===== config.mk =====
export PLATFORM = sky130hd
export DESIGN_NAME = method_call_arbiter
export DESIGN_NICKNAME = d
export VERILOG_FILES = /design/src/rtl/method_call_arbiter.sv
export SDC_FILE = /design/constraint.sdc
export NUM_CORES = 1
export LEC_CHECK = 0
export BUFFER_PORTS_ARGS = -buffer_cell sky130_fd_sc_hd__buf_4
export CORE_MARGIN = 10
export CORE_UTILIZATION = 45
export DETAILED_ROUTE_END_ITERATION = 12
export HOLD_SLACK_MARGIN = 0.12
export PLACE_DENSITY = 0.85
export SLEW_MARGIN = 20
export SYNTH_ARGS = -nofsm -noshare
export SYNTH_HDL_FRONTEND = slang
export SYNTH_SLANG_ARGS = --single-unit

===== constraint.sdc =====
create_clock -name clk -period 6.54 [get_ports clk]
set_clock_uncertainty 0.05 [all_clocks]
set_input_delay 0.654 -clock clk [delete_from_list [all_inputs] [get_ports clk]]
set_output_delay 0.654 -clock clk [all_outputs]
set_load 0.01 [all_outputs]

===== src/rtl/method_call_arbiter.sv =====
// Round-robin arbiter sharing one method call port among NUM_REQ clients.
// Sequences req/busy/return, routes the result back, aborts hung calls.
module method_call_arbiter #(
   parameter int NUM_REQ   = 4,
   parameter int ARG_WIDTH = 32,
   parameter int RET_WIDTH = 32,
   parameter int TIMEOUT   = 10000
) (
   input  logic                           clk,
   input  logic                           reset,
   input  logic [NUM_REQ-1:0]             cli_req,
   input  logic [NUM_REQ*ARG_WIDTH-1:0]   cli_arg,
   output logic [NUM_REQ-1:0]             cli_done,
   output logic [NUM_REQ-1:0]             cli_err,
   output logic [RET_WIDTH-1:0]           cli_return,
   output logic [2:0]                     grant_id,
   output logic                           m_req,
   output logic [ARG_WIDTH-1:0]           m_arg,
   input  logic                           m_busy,
   input  logic [RET_WIDTH-1:0]           m_return
);

   localparam int CW = $clog2(TIMEOUT + 1);

   typedef enum logic [2:0] {
      S_IDLE,
      S_ISSUE,
      S_WAIT,
      S_RUN,
      S_DONE,
      S_ABORT
   } state_t;

   state_t                 r_state;
   state_t                 w_nxt;
   logic [2:0]             r_ptr;
   logic [2:0]             r_grant;
   logic [CW-1:0]          r_cnt;
   logic                   r_m_req;
   logic [ARG_WIDTH-1:0]   r_arg;
   logic [RET_WIDTH-1:0]   r_ret;
   logic [NUM_REQ-1:0]     r_done;
   logic [NUM_REQ-1:0]     r_err;

   logic [NUM_REQ-1:0]     w_rot;
   logic                   w_found;
   logic [2:0]             w_off;
   logic [3:0]             w_sum;
   logic [2:0]             w_pick;
   logic [ARG_WIDTH-1:0]   w_arg;
   logic [2:0]             w_ptr_inc;
   logic [NUM_REQ-1:0]     w_onehot;
   logic                   w_max;

   // Rotate requests so bit 0 is the pointer, take the first set bit.
   always_comb begin
      w_rot   = NUM_REQ'({cli_req, cli_req} >> r_ptr);
      w_found = 1'b0;
      w_off   = 3'd0;
      for (int k = 0; k < NUM_REQ; k++) begin
         if (!w_found && w_rot[k]) begin
            w_found = 1'b1;
            w_off   = 3'(k);
         end
      end
   end

   always_comb begin
      w_sum  = {1'b0, r_ptr} + {1'b0, w_off};
      w_pick = w_sum[2:0];
      if (w_sum >= 4'(NUM_REQ)) begin
         w_pick = 3'(w_sum - 4'(NUM_REQ));
      end
   end

   assign w_arg     = cli_arg[int'(w_pick)*ARG_WIDTH +: ARG_WIDTH];
   assign w_ptr_inc = (r_grant == 3'(NUM_REQ - 1)) ? 3'd0
                                                   : r_grant + 3'd1;
   assign w_onehot  = NUM_REQ'(1) << r_grant;
   assign w_max     = (r_cnt == CW'(TIMEOUT));

   always_comb begin
      w_nxt = r_state;
      unique case (r_state)
         S_IDLE: begin
            if (w_found) begin
               w_nxt = S_ISSUE;
            end
         end
         S_ISSUE: begin
            w_nxt = S_WAIT;
         end
         S_WAIT: begin
            if (m_busy) begin
               w_nxt = S_RUN;
            end else if (w_max) begin
               w_nxt = S_ABORT;
            end
         end
         S_RUN: begin
            if (!m_busy) begin
               w_nxt = S_DONE;
            end else if (w_max) begin
               w_nxt = S_ABORT;
            end
         end
         S_DONE: begin
            w_nxt = S_IDLE;
         end
         S_ABORT: begin
            w_nxt = S_IDLE;
         end
         default: begin
            w_nxt = S_IDLE;
         end
      endcase
   end

   // Outputs are registered from the next state so they align with it.
   always_ff @(posedge clk or negedge reset) begin
      if (!reset) begin
         r_state <= S_IDLE;
         r_ptr   <= 3'd0;
         r_grant <= 3'd0;
         r_cnt   <= '0;
         r_m_req <= 1'b0;
         r_arg   <= '0;
         r_ret   <= '0;
         r_done  <= '0;
         r_err   <= '0;
      end else begin
         r_state <= w_nxt;
         r_m_req <= (w_nxt == S_ISSUE);
         r_done  <= (w_nxt == S_DONE) ? w_onehot : '0;
         r_err   <= (w_nxt == S_ABORT) ? w_onehot : '0;
         if (r_state == S_IDLE && w_found) begin
            r_grant <= w_pick;
            r_arg   <= w_arg;
         end
         if (r_state == S_ISSUE) begin
            r_cnt <= '0;
         end else if ((r_state == S_WAIT || r_state == S_RUN) && !w_max) begin
            r_cnt <= r_cnt + CW'(1);
         end
         if (r_state == S_RUN && !m_busy) begin
            r_ret <= m_return;
         end
         if (w_nxt == S_DONE || w_nxt == S_ABORT) begin
            r_ptr <= w_ptr_inc;
         end
      end
   end

   assign m_req      = r_m_req;
   assign m_arg      = r_arg;
   assign cli_return = r_ret;
   assign cli_done   = r_done;
   assign cli_err    = r_err;
   assign grant_id   = r_grant;

endmodule


==> impl_metrics.ini <==
[run_status]
outcome = complete, no violations

[routing]
vias_per_cell = 5.114
routed-via-count = 4408
finalWirelength_um = 15530
ant_nets = 0
drt_iter0_drc = 178
first_pass_iters = 4
drc = 0
wl_per_cell_um = 18.02

[worst_setup_path]
path_buf_inv = 2
r2r_slack_ps = 3320
crit_family = adder cells
path_depth = 11
end_kind = flop
critPathSlowestCell = dfrtp_1
reg2reg_to = m_arg[9]
critPathLaunch = r_ptr[0]
critPathKind = reg -> reg
required_ps = 6690
critPathLaunchType = flop
r2r-start = r_ptr[0]
ff2ff_path_depth = 11
arrival_ps = 3370
max_stage_delay_ps = 550
crit_chain = and3b_1 -> o21ai_0 -> o311a_1 -> o32ai_1 -> ha_4 -> inv_1 -> fa_1 -> buf_4 -> mux4_2 -> nand2_1 -> mux2i_1
cp_max_fo = 33
crit_end = m_arg[9]

[die]
io_pins = 243
die-height_um = 127.1
fp-row-count = 39
die_w_um = 127.1
core_area_um2 = 11320
die-area_um2 = 16140
initial_core_util_pct = 45.56

[logic_synthesis]
synth-seq-cells = 96
synth.distinct_cells = 51
synthCells = 484
async_flop_share_pct = 100.0
synthesis.area_um2 = 5157
yosys.area.top_type = dfrtp_1
synth_edf_count = 0
synth_nets = 660
syn_avg_cell_area_um2 = 10.66
ys_seq_area_share_pct = 46.58
ys.warnings.count = 0
netlist_top_cells_area = dfrtp_1, mux4_2, nand2_1, mux2i_1, inv_1
synth_top_area_share_pct = 46.58
ys.flop_type = dfrtp_1

[cells_and_area]
drive_above_1_share_pct = 42.84
final-seq-area_um2 = 2402
most-common-layout-cells = buf_4, nand2_1, dfrtp_1
layout_commonest_cell = buf_4
final_core_util_pct = 65.56
final_nets = 891
antenna_cells = 0
multiInputGateArea_um2 = 2489
area_growth_pct = 43.91
fill_cells = 874

[timing]
setup_viol = 0
slew_viol_final = 0
layout_min_cycle_time_ps = 3222
tightestPinTransition_ps = 965.4
final.period_utilization_pct = 49.27
rsz0062_at_grt = false
relSlewSlack_pct = 35.15
fmax_ghz = 0.3103
hold_violations = 0
hold_ws_ps = 242.4
setup_tns_ps = 0

[clock_network]
post_cts_buffers = 0
cts.sinks = 96
cts_resized = 0
clockBufferDepth = 2
cts_tree = yes
postCtsHoldBufs = 0
htreeDepth = 3
cts-root-buf = clkbuf_16
clock_latency_ps = 330
cts-buffers-inserted = 9
clk_pin_slew_ps = 60

[grt]
grt_pass1_vias = 4875
grt_start_max_net_pins = 56
globalRouteOverflowTotal = 0
track_usage_pct = 18.41
grt_first_pass_wirelength_um = 24250
antenna_found_initial = 0

[job]
drv_cap = 0

[power]
p_total_uw = 3627
p_leak_uw = 0.003857
vdd_drop_max_mv = 0.2972
power.density_nw_per_um2 = 488.7

[placement]
port_buffers = 242
gp_congestion = 0.8538
place_hpwl_um = 12570

[hold_path]
holdCritPathClass = in -> async
[flip-flops by register name, summed over array words and instances (netlist names), 3 cells and up]
register / cells
r_ptr: 3
r_state: 3
cli_return: 32
m_arg: 32
cli_err: 4
r_cnt: 14
grant_id: 3
cli_done: 4
[cell families (layout without fill, tap and decap cells)]
kind of cell / after synthesis / after routing / share of synthesized area (%)
muxes: 74 / 74 / 22.34
and+or+nand+nor: 202 / 202 / 17.42
adders and majority gates: 9 / 9 / 2.329
buffers and inverters: 72 / 307 / 5.677
AOI/OAI and AO/OA: 23 / 23 / 4.294
DFF: 96 / 96 / 46.58
xor gates and xnor gates: 8 / 8 / 1.359
[Yosys cell counts (4+ instances only)]
cell	number
nand2_1	142
dfrtp_1	96
inv_1	45
mux2i_1	39
mux4_2	32
clkbuf_1	19
nor2_1	18
ha_1	8
nor3_1	8
a21oi_1	5
or3_1	5
xnor2_1	5
nand2b_1	4
nand3_1	4
[metrics by stage]
stage / setup WS, ps / std cells / area [um2]
after global placement: 3137 / 847 / 7081
final: 3318 / 862 / 7422
after global routing: 3095 / 862 / 7422
after detailed placement: 3019 / 847 / 7081
after floorplan: 3368 / 484 / 5157
after CTS: 3246 / 862 / 7410
[cell type report]
| class | count | share of cell area, % |
|---|---|---|
| inverters | 45 | 2.276 |
| repair buffers | 247 | 24.98 |
| flip-flops and latches | 96 | 32.37 |
| well taps | 143 | 2.411 |
| multi-input cells | 316 | 33.53 |
| clock inverters | 4 | 1.028 |
| clock buffers | 11 | 3.405 |
[routing by layer]
metal,wire [um],track usage (%),share of wire [%]
met1,5628,18.99,36
met5,0,0,0
met4,329,6.162,2.1
met3,1409,6.741,9.1
met2,8164,33.66,53
[worst min path at each step]
stage / startpoint / end / slack [ps] / cells past startpoint
after floorplan: reset / cli_done[0] / 310 / 0
after global placement: cli_return[15] / cli_return[15] / 410 / 2
after detailed placement: cli_return[2] / cli_return[2] / 420 / 2
after CTS: reset / cli_return[11] / 250 / 1
after global routing: reset / cli_return[11] / 290 / 1
final: reset / cli_return[11] / 240 / 1
[where the power goes]
| group | total [uW] | internal [uW] | switching (uW) |
|---|---|---|---|
| registers | 1020 | 839 | 178 |
| logic | 2040 | 1080 | 960 |
| clock network | 574 | 355 | 218 |
| total | 3630 | 2270 | 1360 |
No activity file was read; power rests on OpenSTA's default activity.
